===== config.mk =====
export PLATFORM = sky130hd
export DESIGN_NAME = nv_nvdla_cdma_wt_dma_req_pipe
export DESIGN_NICKNAME = d
export VERILOG_FILES = /design/src/rtl/nv_nvdla_cdma_wt_dma_req_pipe.sv
export SDC_FILE = /design/constraint.sdc
export NUM_CORES = 1
export LEC_CHECK = 0
export CAP_MARGIN = 20
export CORE_MARGIN = 2
export CORE_UTILIZATION = 44
export DETAILED_ROUTE_END_ITERATION = 6
export GPL_TIMING_DRIVEN = 0
export MAX_ROUTING_LAYER = met4
export PLACE_DENSITY = 0.82
export REMOVE_ABC_BUFFERS = 1
export SYNTH_ARGS = -nofsm -noshare
export SYNTH_HDL_FRONTEND = slang
export SYNTH_SLANG_ARGS = --single-unit

===== constraint.sdc =====
create_clock -name nvdla_core_clk -period 5.3 [get_ports nvdla_core_clk]
set_clock_uncertainty 0.1 [all_clocks]
set_input_delay 1.06 -clock nvdla_core_clk [delete_from_list [all_inputs] [get_ports nvdla_core_clk]]
set_output_delay 1.06 -clock nvdla_core_clk [all_outputs]
set_load 0.01 [all_outputs]

===== src/rtl/nv_nvdla_cdma_wt_dma_req_pipe.sv =====
// rtl/nv_nvdla_cdma_wt_dma_req_pipe.sv - CDMA weight DMA request pipe with credit and tag tracking
// Optional perf counters are enabled by defining NVDLA_CDMA_WT_REQ_PERF_EN.
module nv_nvdla_cdma_wt_dma_req_pipe #(
  parameter int AW            = 64,
  parameter int SW            = 15,
  parameter int MAX_REQ_ATOMS = 32,
  parameter int CREDIT        = 256,
  parameter int TAG_DEPTH     = 8
) (
  input  logic          nvdla_core_clk,
  input  logic          nvdla_core_rst,
  input  logic          req0_vld,
  input  logic [AW-1:0] req0_addr,
  input  logic [SW-1:0] req0_size,
  input  logic          req1_vld,
  input  logic [AW-1:0] req1_addr,
  input  logic [SW-1:0] req1_size,
  input  logic          gnt0,
  input  logic          gnt1,
  output logic          gnt_busy,
  output logic          req0_rdy,
  output logic          req1_rdy,
  output logic          dma_rd_req_vld,
  output logic [AW-1:0] dma_rd_req_addr,
  output logic [SW-1:0] dma_rd_req_size,
  input  logic          dma_rd_req_rdy,
  input  logic          credit_ret,
  input  logic          rsp_done,
  output logic          rsp_src,
  output logic          rsp_src_vld,
  output logic          err
`ifdef NVDLA_CDMA_WT_REQ_PERF_EN
  ,
  output logic [31:0]   perf_stall_cnt,
  output logic [31:0]   perf_req0_cnt,
  output logic [31:0]   perf_req1_cnt
`endif
);

  localparam int CW = $clog2(CREDIT + 1);
  localparam int PW = (TAG_DEPTH > 1) ? $clog2(TAG_DEPTH) : 1;
  localparam int XW = ((SW > CW) ? SW : CW) + 2;

  logic [CW-1:0]        credit_avail;
  logic [PW-1:0]        wr_ptr;
  logic [PW-1:0]        rd_ptr;
  logic [PW:0]          tag_cnt;
  logic [TAG_DEPTH-1:0] tag_mem;

  logic          acc0, acc1, accept;
  logic [AW-1:0] acc_addr;
  logic [SW-1:0] acc_size;
  logic          pop, pop_err;
  logic [XW-1:0] credit_pos, credit_neg, credit_diff;
  logic          credit_under, credit_over;
  logic          err_set;

  // Busy depends only on state and dma_rd_req_rdy, never on the grants.
  assign gnt_busy = (dma_rd_req_vld && !dma_rd_req_rdy)
                 || (credit_avail < CW'(MAX_REQ_ATOMS))
                 || (tag_cnt == (PW+1)'(TAG_DEPTH));

  assign acc0     = gnt0 && !gnt_busy;
  assign acc1     = gnt1 && !gnt0 && !gnt_busy;
  assign accept   = acc0 || acc1;
  assign req0_rdy = acc0;
  assign req1_rdy = acc1;
  assign acc_addr = acc0 ? req0_addr : req1_addr;
  assign acc_size = acc0 ? req0_size : req1_size;

  assign pop     = rsp_done && (tag_cnt != '0);
  assign pop_err = rsp_done && (tag_cnt == '0);

  // Credit math is done wide so a huge illegal size cannot wrap the counter.
  assign credit_pos   = XW'(credit_avail) + XW'(credit_ret);
  assign credit_neg   = accept ? (XW'(acc_size) + XW'(1)) : '0;
  assign credit_under = credit_neg > credit_pos;
  assign credit_diff  = credit_pos - credit_neg;
  assign credit_over  = !credit_under && (credit_diff > XW'(CREDIT));

  assign err_set = (gnt0 && gnt1)
                || ((gnt0 || gnt1) && gnt_busy)
                || (accept && (acc_size >= SW'(MAX_REQ_ATOMS)))
                || pop_err
                || credit_over;

  assign rsp_src     = tag_mem[rd_ptr];
  assign rsp_src_vld = (tag_cnt != '0);

  always_ff @(posedge nvdla_core_clk) begin
    if (nvdla_core_rst) begin
      dma_rd_req_vld  <= 1'b0;
      dma_rd_req_addr <= '0;
      dma_rd_req_size <= '0;
      credit_avail    <= CW'(CREDIT);
      wr_ptr          <= '0;
      rd_ptr          <= '0;
      tag_cnt         <= '0;
      tag_mem         <= '0;
      err             <= 1'b0;
    end else begin
      if (accept) begin
        dma_rd_req_vld  <= 1'b1;
        dma_rd_req_addr <= acc_addr;
        dma_rd_req_size <= acc_size;
      end else if (dma_rd_req_rdy) begin
        dma_rd_req_vld  <= 1'b0;
      end

      if (credit_under)
        credit_avail <= '0;
      else if (credit_over)
        credit_avail <= CW'(CREDIT);
      else
        credit_avail <= credit_diff[CW-1:0];

      if (accept) begin
        tag_mem[wr_ptr] <= acc1;
        wr_ptr          <= wr_ptr + PW'(1);
      end
      if (pop)
        rd_ptr <= rd_ptr + PW'(1);
      tag_cnt <= tag_cnt + (PW+1)'(accept) - (PW+1)'(pop);

      if (err_set)
        err <= 1'b1;
    end
  end

`ifdef NVDLA_CDMA_WT_REQ_PERF_EN
  always_ff @(posedge nvdla_core_clk) begin
    if (nvdla_core_rst) begin
      perf_stall_cnt <= '0;
      perf_req0_cnt  <= '0;
      perf_req1_cnt  <= '0;
    end else begin
      if ((req0_vld || req1_vld) && gnt_busy && (perf_stall_cnt != 32'hFFFF_FFFF))
        perf_stall_cnt <= perf_stall_cnt + 32'd1;
      if (acc0)
        perf_req0_cnt <= perf_req0_cnt + 32'd1;
      if (acc1)
        perf_req1_cnt <= perf_req1_cnt + 32'd1;
    end
  end
`endif

endmodule


* Word level (Yosys, flattened, before mapping)
Cells that the tools add are included.
** Cells by class
- Add/sub/neg operators :: 7
- Magnitude comparators :: 7
- Equality and inequality tests :: 1
- Multiplexer cells :: 12
- Reductions and logical operators :: 27
** Operator list (number)
- 64-bit 2-to-1 mux :: 1
- 9-bit 2-to-1 mux :: 2
- 17-bit by 9-bit > comparator with 1-bit output (second input constant) :: 1
- 10-bit by 16-bit subtractor with 17-bit output :: 1
- 15-bit by 1-bit adder with 16-bit output (second input constant) :: 1
- 16-bit by 10-bit > comparator with 1-bit output :: 1
- 16-bit 2-to-1 mux :: 1
- 15-bit by 6-bit greater-or-equal comparator with 1-bit output (second input constant) :: 1
- 15-bit 2-to-1 mux :: 1
- 1-bit logical AND :: 11
- 9-bit by 1-bit adder with 10-bit output :: 1
- 9-bit by 6-bit < comparator with 1-bit output (second input constant) :: 1
- 8-bit bitwise mux :: 1
- 1-bit logical OR :: 8
- 3-bit by 4-bit < comparator with 1-bit output (second input constant) :: 2
- 3-bit by 1-bit adder with 3-bit output (second input constant) :: 2
- 4-bit by 1-bit adder with 4-bit output :: 1
- 4-bit equality test (second input constant) :: 1
- 1-bit logical NOT :: 4
- 4-bit logical NOT :: 1
- 1-bit 2-to-1 mux :: 4
- 4-bit nonzero test :: 1
- 4-bit by 1-bit subtractor with 4-bit output :: 1
- 1-bit binary-select mux with 3-bit select :: 1
- 4 further kinds :: 4
** Storage, ports and cells
- Bits in registers :: 108
- Input bits :: 167
- Output and inout port bits :: 86
- Logic and storage cells :: 64

* Longest topological paths before layout
Gate-level depths: netlist of run 1.
- Depth in word-level cells :: 14
- Gate-level depth with buffers :: 23
- Depth with buffers taken out :: 21

* Least setup slack after synthesis of run 1
Ideal clock, no wire load.
- Kind :: input to register
- Start point :: input port dma_rd_req_rdy
- End point :: register credit_avail[8]
- Library setup time :: 79 ps
- Arrival :: 4622 ps
- Required time :: 5121 ps
- Setup slack :: 499 ps
- Cell stages on the path :: 17
- Buffers on the path :: 2
- Cells stage by stage :: nor2b_1 nor4b_4 buf_6 buf_6 mux2i_1 inv_1 ha_1 o21ai_0 xor2_1 nand2_1 ha_1 a2111oi_2 a21oi_2 a41o_2 nor4_1 nor2_1 a32oi_2
** Between the ends
- Longest elaborated chain between the ends :: 14
- Elaborated cells between the ends (all ways) :: 18
- Those cells by class :: add/sub (2); order compare (2); mux (4); reduce/logical (10)
** Ends and longest elaborated chain
- start, declared :: line 26 : input logic dma_rd_req_rdy,
- 1-bit logical NOT (*) :: line 59 : assign gnt_busy = (dma_rd_req_vld && !dma_rd_req_rdy)
- 1-bit logical AND (*) :: line 59
- 1-bit logical OR (*) :: line 60 : || (credit_avail < CW'(MAX_REQ_ATOMS))
- 1-bit logical OR (*) :: line 61 : || (tag_cnt == (PW+1)'(TAG_DEPTH));
- 1-bit logical NOT (*) :: line 63 : assign acc0 = gnt0 && !gnt_busy;
- 1-bit logical AND (*) :: line 63
- 15-bit 2-to-1 mux (*) :: line 69 : assign acc_size = acc0 ? req0_size : req1_size;
- net acc_size[1] :: line 52 : logic [SW-1:0] acc_size;
- 15-bit by 1-bit adder with 16-bit output (*) :: line 76 : assign credit_neg = accept ? (XW'(acc_size) + XW'(1)) : '0;
- 16-bit 2-to-1 mux (*) :: line 76
- 10-bit by 16-bit subtractor with 17-bit output / 16-bit by 10-bit > comparator with 1-bit output (equally long branches) :: line 78, 77
- 17-bit by 9-bit > comparator with 1-bit output / 1-bit logical NOT (equally long branches) :: line 79 : assign credit_over = !credit_under && (credit_diff > XW'(CREDIT));
- 1-bit logical AND :: line 79
- 9-bit 2-to-1 mux :: line 112 : else if (credit_over)
- 9-bit 2-to-1 mux (*) :: line 110 : if (credit_under)
- end signal, assigned :: line 95 : credit_avail <= CW'(CREDIT);
- end signal, assigned :: line 113 : credit_avail <= CW'(CREDIT);
- end signal, assigned :: line 115 : credit_avail <= credit_diff[CW-1:0];
- end, declared :: line 44 : logic [CW-1:0] credit_avail;
Mark *: on every way through the listed nets, which the timed path passes. The rest lies on a longest branch.
A chain may end at the register's enable or synchronous reset.

* Worst setup path in the final report of run 1
- Start point :: input port dma_rd_req_rdy
- End point :: register err
** Between the ends
- Longest elaborated chain between the ends :: 13
- Elaborated cells between the ends (all ways) :: 23
- Those cells by class :: add/sub (2); order compare (3); mux (2); reduce/logical (16)
** Ends and longest elaborated chain
- 1-bit logical NOT (*) :: line 59
- 1-bit logical AND (*) :: line 59
- 1-bit logical OR (*) :: line 60
- 1-bit logical OR (*) :: line 61
- 1-bit logical NOT (*) :: line 63
- 1-bit logical AND (*) :: line 63
- 15-bit 2-to-1 mux (*) :: line 69
- net acc_size[1] :: line 52
- 15-bit by 1-bit adder with 16-bit output :: line 76
- 16-bit 2-to-1 mux :: line 76
- 10-bit by 16-bit subtractor with 17-bit output / 16-bit by 10-bit > comparator with 1-bit output (equally long branches) :: line 78, 77
- 17-bit by 9-bit > comparator with 1-bit output / 1-bit logical NOT (equally long branches) :: line 79
- 1-bit logical AND :: line 79
- 1-bit logical OR (*) :: line 85 : || credit_over;
- end signal, assigned :: line 100 : err <= 1'b0;
- end signal, assigned :: line 126 : err <= 1'b1;
- end, declared :: line 31 : output logic err
Marked as above.

==> results of run 1 <==
-- critical path: stages --
cell,delay (ns)
clkdlybuf4s50_1,0.45
nor2b_1,0.08
nor4b_4,0.40
buf_8,0.22
mux2i_2,0.29
inv_1,0.07
ha_1,0.24
o21ai_0,0.11
xor2_1,0.16
nand2_1,0.07
ha_1,0.40
and3_1,0.23
a2111oi_0,0.46
xor2_1,0.16
and4_4,0.21
or2_0,0.26
a221oi_2,0.27
-- report_power, final --
group	switching, mW	internal [mW]	total [mW]
Combinational	1.83	1.69	3.53
Sequential	0.167	1.09	1.26
Clock	0.318	0.373	0.691
Total	2.32	3.16	5.48
-- synthesized netlist by cell type (6+ instances only) --
cell type  number
nor2_1        132
dfxtp_1       108
mux2i_1        90
a211oi_1       79
nand2_1        32
ha_1           22
nand3_1        20
buf_2          18
inv_1          18
xnor2_1        17
clkbuf_1       16
xor2_1         16
nor3_1         14
buf_6          10
a21oi_1         9
nor4_1          7
nand4_1         6
-- placed cells by master, fill, tap and decap left out, types with 3 or more instances in the layout --
master,netlist,final
clkdlybuf4s50_1,0,248
nand2_1,32,32
a211oi_1,79,79
mux2_2,4,4
o211ai_1,5,5
buf_4,1,5
nor4_1,7,6
o21ai_0,5,5
buf_16,0,3
buf_6,10,5
nor3_1,14,14
xnor2_1,17,17
nand2b_1,4,4
nor3b_1,4,4
dfxtp_1,108,108
buf_8,0,4
o21a_1,3,3
inv_1,18,18
nand3_1,20,20
nand4_1,6,6
clkbuf_16,0,9
a21oi_1,9,9
mux2i_1,90,89
and3_1,5,5
nor2_1,132,132
ha_1,22,22
xor2_1,16,16
-- stage by stage --
step | utilization (%) | TNS [ns]
floorplan | - | -112.97
global placement | 62.5 | -317.29
detailed placement | 64.2 | -5.17
CTS | 66.5 | 0
global route | 66.9 | 0
finish | 66.9 | 0
-- final timing paths --
check	startpoint	endpoint	slack [ns]	cells past startpoint
min reg2reg	dma_rd_req_addr[39]	dma_rd_req_addr[39]	0.40	2
max	dma_rd_req_rdy	err	0.29	17
max reg2reg	tag_cnt[2]	err	0.83	18
min	dma_rd_req_addr[39]	dma_rd_req_addr[39]	0.40	2
-- cells by family after synthesis --
| family | count (synthesis) |
|---|---|
| buffers and inverters | 66 |
| adder cells (fa/ha/maj) | 24 |
| multiplexers | 96 |
| AND/OR/NAND/NOR | 242 |
| AO/OA/AOI/OAI | 124 |
| XOR/XNOR | 33 |
| flip-flops | 108 |
-- sequential cells by signal (all words and copies together) (netlist names) --
signal / flops
credit_avail: 9
dma_rd_req_addr: 64
dma_rd_req_size: 15
dma_rd_req_vld: 1
err: 1
rd_ptr: 3
tag_cnt: 4
tag_mem: 8
wr_ptr: 3
-- area by class of cell --
class	instances	area (um^2)
clock inverters	6	72.6
diodes	1	2.50
multi-input cells	520	3710
well taps	180	225
inverters	20	75.1
repair buffers	268	2770
fillers	1094	4580
flip-flops and latches	108	2160
clock buffers	10	229
-- routing by layer --
| metal | up-vias | routed length [um] | GRT usage [%] |
|---|---|---|---|
| li1 | 2964 | - | - |
| met1 | 2653 | 7420 | 29.5 |
| met2 | 227 | 8630 | 38.4 |
| met3 | 25 | 1450 | 6.18 |
| met4 | 0 | 363 | 7.40 |
| met5 | - | 0 | - |
-- what timing repair did --
action,4_1_cts,5_1_grt
pin swaps,1,2
resized for setup,0,4
setup buffers,1,3
cloned,1,0
endpoints found under the setup margin,10,8
==> impl_metrics.yaml, run 1 <==
synth:
  synth-seq-cells: 108
  synthMuxAreaShare_pct: 16.0
  yosysTopAreaCell: "dfxtp_1"
  synth_cell_type_count: 62
  synth_top_family_by_area: "simple AND/OR/NAND/NOR gates"
  synth-compound-area-share_pct: 15.3
  synth-seq-area-share_pct: 34.9
  avgSynthCellArea_um2: 8.93
  ys_async_sr_fraction_pct: 0
  netlist_area_um2: 6190
  synth_adder_area_share_pct: 5.09
  syn_inst: 693
  synth_flop_cell: "dfxtp_1"
  yosysTopAreaCellShare_pct: 34.9
  synth-edff-count: 0
  yosys.area_share.xor_xnor_pct: 4.67
  synthSimpleGateAreaFrac_pct: 18.3
  netlist_top_cells_area: "dfxtp_1 35%, mux2i_1 15%, a211oi_1 9.6%"
  synth_warnings: 0
drt:
  routed_via_density: 5.27
  first_iter_violations: 346
  dr.pass1.iters: 7
  routed_wl_um: 17900
  drc: 0
  ant_nets: 0
  vias: 5869
  wire_per_inst_um: 16.0
pwr:
  powerDensity_nw_per_um2: 592
  leakage_nw: 3.54
  ir_drop_v: 0.000342
  p_total_mw: 5.48
clock_network:
  numCtsBuffers: 9
  path_clk_slew_ns: 0.07
  cts_hold_buf: 0
  cts_buffer_depth: 2
  cts.sinks: 108
  clockRootBuffer: "clkbuf_16"
  insertion_delay_ns: 0.35
  htree_levels: 3
  tritoncts: "yes"
global_route:
  track_usage_pct: 23.9
  grt.overflow.total: 0
  antenna_found_initial: 1
  grt_max_degree: 61
  grt_pass1_wl_um: 27400
  first_global_vias: 5469
finish:
  nets: 1118
  final_layout_size_suffix_gt1_share_pct: 6.76
  final_cells: 1113
  syn2layout_area_growth_pct: 49.4
  final_area_um2: 9250
min_path:
  hold_class: "flip-flop to flip-flop"
critical_path:
  path_max_fanout: 14
  cp-end-kind: "flip-flop"
  startpoint_type: "primary input"
  critical_path_class: "primary input to flip-flop"
  worst_ep_arrival_time_ns: 5.17
  worstPathRequired_ns: 5.46
timing:
  fin_crit_sh_pct: 94.5
  finalHoldViolations: 0
  final_max_slew_viol_count: 0
  clock.fmax_mhz: 200
  finalCriticalPeriod_ns: 5.01
  worst_pin_slew_ns: 0.678
  slew_headroom_pct: 54.7
  holdWs_ns: 0.397
  rsz0062_at_grt: "no"
  setup_ws_ns: 0.292
  setup_viol: 0
placed_design:
  gp_congestion: 0.864
  dp.cells: 1091
  dpl.hpwl_um: 13800
  place_area_um2: 8880
  dpl_worst_slack_ns: -0.722
  port_buffers: 250
job:
  maxCapViolCount: 0
floorplan:
  core_um2: 13800
  ioPinCount: 253
  die_height_um: 123
  num_rows: 43
  initial_core_util_pct: 44.8
  die_w_um: 123
  die_area_um2: 15000
outcome:
  status: "finished, final reports clean"
(Power assumes the default switching activity.)
==> run 2: changes to the inputs <==
--- a/config.mk
+++ b/config.mk
@@ -6,6 +6,7 @@
 export NUM_CORES = 1
 export LEC_CHECK = 0
 export CAP_MARGIN = 20
+export CORE_ASPECT_RATIO = 1.75
 export CORE_MARGIN = 2
 export CORE_UTILIZATION = 44
 export DETAILED_ROUTE_END_ITERATION = 6
==> run 2 against run 1 <==
Compared with the run above: critical path type unchanged; worst setup slack lost 0.097 ns; cell area grew 2.0%; first-iteration DRC count shrank 39%.
==> impl_metrics.yaml, run 2 (synthesis gave the netlist of run 1 again) <==
outcome:
  status: "finished, final reports clean"
clock_network:
  tritoncts: "yes"
  clockRootBuffer: "clkbuf_16"
  numCtsBuffers: 9
  cts_buffer_depth: 2
  insertion_delay_ns: 0.35
  path_clk_slew_ns: 0.08
  htree_levels: 3
  cts_hold_buf: 0
  cts.sinks: 108
floorplan:
  num_rows: 57
  die_w_um: 93.7
  initial_core_util_pct: 44.7
  die_area_um2: 15100
  ioPinCount: 253
  die_height_um: 161
  core_um2: 13800
critical_path:
  worstPathRequired_ns: 5.46
  cpPeakStageDelay_ns: 0.47
  cpMostUsedCell: "buf_16"
  cp.depth: 19
  startpoint_type: "primary input"
  cp.buffers_inverters: 6
  cpLargestDelayFamily: "simple AND/OR/NAND/NOR gates"
  crit_path_top_delay_cell: "or3_4"
  path_cells: "clkdlybuf4s50_1 -> nor2b_1 -> or3_4 -> nor2_4 -> buf_12 -> buf_16 -> buf_16 -> inv_2 -> nor2_2 -> ha_1 -> inv_1 -> fa_1 -> a21oi_2 -> o211ai_1 -> o41ai_2 -> xor2_1 -> o21a_1 -> or2_0 -> a221oi_2"
  worst_ep_arrival_time_ns: 5.27
  critical_path_class: "primary input to flip-flop"
  cp-end-kind: "flip-flop"
  ff2ff_path_depth: 20
  ff2ff_setup_slack_ns: 0.74
  path_max_fanout: 33
placed_design:
  dpl.hpwl_um: 14900
  gp_congestion: 0.911
  dp.cells: 1088
  place_area_um2: 8880
  dpl_worst_slack_ns: -1.00
  port_buffers: 250
global_route:
  grt_pass1_wl_um: 29500
  antenna_found_initial: 1
  track_usage_pct: 25.6
  grt_max_degree: 87
  grt.overflow.total: 0
  first_global_vias: 5826
finish:
  final_layout_size_suffix_gt1_share_pct: 8.33
  final_area_um2: 9430
  syn2layout_area_growth_pct: 52.4
  top_regs: "dma_rd_req_addr (64), dma_rd_req_size (15), credit_avail (9)"
  largest_reg_flops: 64
  final_cells: 1114
  fillers: 1110
  top_register: "dma_rd_req_addr"
  final_cell_mix: "248 x clkdlybuf4s50_1, 131 x nor2_1, 108 x dfxtp_1, 88 x mux2i_1, 79 x a211oi_1"
  final_util_pct: 68.2
  nets: 1122
  final_common_cell: "clkdlybuf4s50_1"
timing:
  setup_viol: 0
  slew_headroom_pct: 61.4
  setup_ws_ns: 0.195
  finalCriticalPeriod_ns: 5.11
  worst_pin_slew_ns: 0.576
  finalHoldViolations: 0
  clock.fmax_mhz: 196
  fin_setup_tns_ns: 0
  fin_crit_sh_pct: 96.3
  final_max_slew_viol_count: 0
  holdWs_ns: 0.399
drt:
  first_iter_violations: 210
  ant_nets: 0
  wire_per_inst_um: 17.7
  vias: 6036
  routed_wl_um: 19800
  routed_via_density: 5.42
  drc: 0
  dr.pass1.iters: 4
min_path:
  hold_depth: 2
  hold_class: "flip-flop to flip-flop"
pwr:
  leakage_nw: 3.58
  ir_drop_v: 0.000395
  powerDensity_nw_per_um2: 616
  p_total_mw: 5.81
job:
  maxCapViolCount: 0
run 2: cell types whose count changed in the layout (fill, tap and decap cells not counted), sizes merged:
cell and change:
buf +1, bufinv -1, clkbuf +3, dlygate4sd2 +1, dlymetal6s2s -1, inv +1
run 2: routing by layer:
metal	track usage [%]	share of wire [%]	vias to the layer above
li1	-	-	2973
met1	27.0	37	2794
met2	45.4	53	215
met3	4.41	5.9	54
met4	12.3	4.1	0
met5	-	0	-
run 2: path summary, 6_finish.rpt:
check,from,to
worst max-delay path,dma_rd_req_rdy,err
worst min-delay path,dma_rd_req_addr[35],dma_rd_req_addr[35]
worst max register to register,tag_cnt[2],err
worst min register to register,dma_rd_req_addr[35],dma_rd_req_addr[35]
run 2: area by class of cell:
type / count / area (um^2) / area share (%)
Antenna cell: 1 / 2.50 / 0.0265
Clock buffer: 10 / 239 / 2.53
Clock inverter: 6 / 67.6 / 0.716
Inverter: 20 / 75.1 / 0.796
Multi-Input combinational cell: 520 / 3800 / 40.3
Sequential cell: 108 / 2160 / 22.9
Tap cell: 177 / 221 / 2.35
Timing Repair Buffer: 272 / 2860 / 30.4
run 2: worst register-to-register path, cell delays in order (launching register included):
cell and delay [ns]:
dfxtp_1 0.32, inv_1 0.07, ha_1 0.20, nor3b_1 0.18, nor4b_4 0.27, buf_6 0.15
buf_12 0.18, buf_12 0.20, mux2i_4 0.26, inv_1 0.07, ha_1 0.26, xnor2_1 0.22
nand2_1 0.10, ha_1 0.35, a21oi_2 0.19, o211ai_1 0.16, o41ai_2 0.39, xor2_1 0.14
o21a_1 0.16, or2_0 0.29, a221oi_2 0.24
run 2: where the power goes:
group          total, mW  switching (mW)  internal [mW]
registers           1.26           0.169           1.09
logic               3.87            2.00           1.87
clock network      0.682           0.335          0.347
total               5.81            2.50           3.31
run 2: timing repair:
action,in CTS,in global routing
endpoints found under the setup margin,10,10
buffers inserted,3,3
cloned,1,3
pin swaps,2,6
resized for setup,13,12
==> run 3: changes to the inputs <==
--- a/config.mk
+++ b/config.mk
@@ -8,11 +8,11 @@
 export CAP_MARGIN = 20
 export CORE_ASPECT_RATIO = 1.75
 export CORE_MARGIN = 2
-export CORE_UTILIZATION = 44
+export CORE_UTILIZATION = 47
 export DETAILED_ROUTE_END_ITERATION = 6
 export GPL_TIMING_DRIVEN = 0
 export MAX_ROUTING_LAYER = met4
-export PLACE_DENSITY = 0.82
+export PLACE_DENSITY = 0.86
 export REMOVE_ABC_BUFFERS = 1
 export SYNTH_ARGS = -nofsm -noshare
 export SYNTH_HDL_FRONTEND = slang
==> constraint.sdc (replaced) <==
create_clock -name nvdla_core_clk -period 6.1 [get_ports nvdla_core_clk]
set_clock_uncertainty 0.1 [all_clocks]
set_input_delay 1.22 -clock nvdla_core_clk [delete_from_list [all_inputs] [get_ports nvdla_core_clk]]
set_output_delay 1.22 -clock nvdla_core_clk [all_outputs]
set_load 0.01 [all_outputs]
==> run 3 against run 2 <==
Compared with the run above: non-clock buffer count shrank 8; global-route usage grew 2.3 points; cell area shrank 2.8%; highest routed layer unchanged.
==> impl_metrics.yaml, run 3 (synthesis gave the netlist of run 1 again) <==
finish:
  nets: 1113
  largest_reg_flops: 64
  final_cells: 1098
  fillers: 983
  final_common_cell: "clkdlybuf4s50_1"
  top_register: "dma_rd_req_addr"
  antennaDiodeCount: 0
  final_cell_mix: "249 x clkdlybuf4s50_1, 132 x nor2_1, 108 x dfxtp_1, 90 x mux2i_1, 79 x a211oi_1"
  top_regs: "dma_rd_req_addr (64), dma_rd_req_size (15), credit_avail (9)"
  final_layout_size_suffix_gt1_share_pct: 6.15
  syn2layout_area_growth_pct: 48.0
timing:
  finalHoldViolations: 0
  setup_viol: 0
  slew_headroom_pct: 53.0
  final_max_slew_viol_count: 0
  finalCriticalPeriod_ns: 5.72
  rsz0062_at_grt: "no"
  holdWs_ns: 0.398
  clock.fmax_mhz: 175
  fin_crit_sh_pct: 93.8
  worst_pin_slew_ns: 0.703
floorplan:
  die_w_um: 90.8
  ioPinCount: 253
  die_area_um2: 14100
  num_rows: 55
  die_height_um: 156
  initial_core_util_pct: 48.1
  core_um2: 12900
drt:
  vias: 6042
  ant_nets: 0
  drc: 0
  dr.pass1.iters: 6
  wire_per_inst_um: 17.9
  first_iter_violations: 228
  routed_via_density: 5.50
  routed_wl_um: 19600
clock_network:
  htree_levels: 3
  insertion_delay_ns: 0.35
  clockRootBuffer: "clkbuf_16"
  path_clk_slew_ns: 0.07
  numCtsBuffers: 9
  cts_buffer_depth: 2
  cts.sinks: 108
  cts_hold_buf: 0
  tritoncts: "yes"
critical_path:
  worst_ep_arrival_time_ns: 5.88
  worstPathRequired_ns: 6.26
  cpLargestDelayFamily: "buffers and inverters"
  cpPeakStageDelay_ns: 0.59
  crit_path_top_delay_cell: "clkdlybuf4s50_1"
  cp.buffers_inverters: 5
  path_cells: "clkdlybuf4s50_1 -> nor4b_4 -> buf_6 -> buf_8 -> buf_6 -> mux2i_1 -> inv_1 -> ha_1 -> nand2_1 -> nor2_1 -> xnor2_1 -> nand2_1 -> o211ai_1 -> ha_1 -> a2111oi_2 -> a21oi_2 -> a41o_2 -> nor4_2 -> nor2_1 -> a221oi_2"
  cp-end-kind: "flip-flop"
  critical_path_class: "primary input to flip-flop"
  path_max_fanout: 17
  startpoint_type: "primary input"
global_route:
  grt_max_degree: 54
  antenna_found_initial: 0
  track_usage_pct: 27.9
  grt.overflow.total: 0
  first_global_vias: 5851
  grt_pass1_wl_um: 30500
outcome:
  status: "finished, final reports clean"
pwr:
  leakage_nw: 3.49
  ir_drop_v: 0.000316
  powerDensity_nw_per_um2: 518
placed_design:
  dpl.hpwl_um: 15500
  port_buffers: 250
  dp.cells: 1081
  gp_congestion: 0.939
job:
  maxCapViolCount: 0
min_path:
  hold_class: "flip-flop to flip-flop"
run 3: per-layer routing:
layer  track usage [%]  wire (um)  up-vias
met2              51.2      10700      203
met3              5.41       1100       51
met4              12.2        751        0
li1                  -          -     2954
met5                 -          0        -
met1              28.5       7030     2834
run 3: report_power, final:
group | total, mW | leakage [nW] | switching, mW | internal (mW)
Clock | 0.611 | 0.149 | 0.268 | 0.344
Sequential | 1.10 | 0.892 | 0.151 | 0.948
Combinational | 3.04 | 2.45 | 1.62 | 1.42
Total | 4.75 | 3.49 | 2.04 | 2.72
run 3: per-stage QoR:
stage / power, mW / utilization (%) / setup TNS, ns / area, um^2 / setup slack [ns]
final: 4.75 / 71.2 / 0 / 9160 / 0.379
after CTS: 4.76 / 71.2 / 0 / 9160 / 0.352
after global routing: 5.08 / 71.2 / 0 / 9160 / 0.0772
after detailed placement: 4.12 / 68.7 / -3.56 / 8840 / -0.442
after floorplan: 3.10 / - / -55.53 / 5920 / -3.00
after global placement: 4.06 / 67.1 / -239.54 / 8630 / -5.37
run 3: worst paths after layout:
check,startpoint,cells after the start,to,slack [ns]
min reg2reg,dma_rd_req_size[13],2,dma_rd_req_size[13],0.40
max reg2reg,tag_cnt[2],22,err,1.10
min,dma_rd_req_size[13],2,dma_rd_req_size[13],0.40
max,gnt0,20,err,0.38
run 3: cell type report:
| class | instances | area [um^2] | area share [%] |
|---|---|---|---|
| multi-input cells | 519 | 3680 | 40.2 |
| repair buffers | 264 | 2720 | 29.6 |
| flip-flops and latches | 108 | 2160 | 23.6 |
| clock buffers | 12 | 256 | 2.80 |
| well taps | 171 | 214 | 2.33 |
| inverters | 20 | 75.1 | 0.819 |
| clock inverters | 4 | 55.1 | 0.601 |
run 3: tightest hold or removal path, delay by kind of cell, from the launching register on:
kind | cells | cell delay, ns
AND/OR/NAND/NOR | 1 | 0.09
flip-flops | 1 | 0.31
AO/OA/AOI/OAI | 1 | 0.05
run 3: what timing repair did:
action / 4_1_cts / 5_1_grt
endpoints found under the hold margin: 0 / 0
gates resized for setup: 0 / 1
pin swaps: 0 / 0
gates cloned: 0 / 0
buffers inserted: 1 / 0
endpoints found under the setup margin: 2 / 2
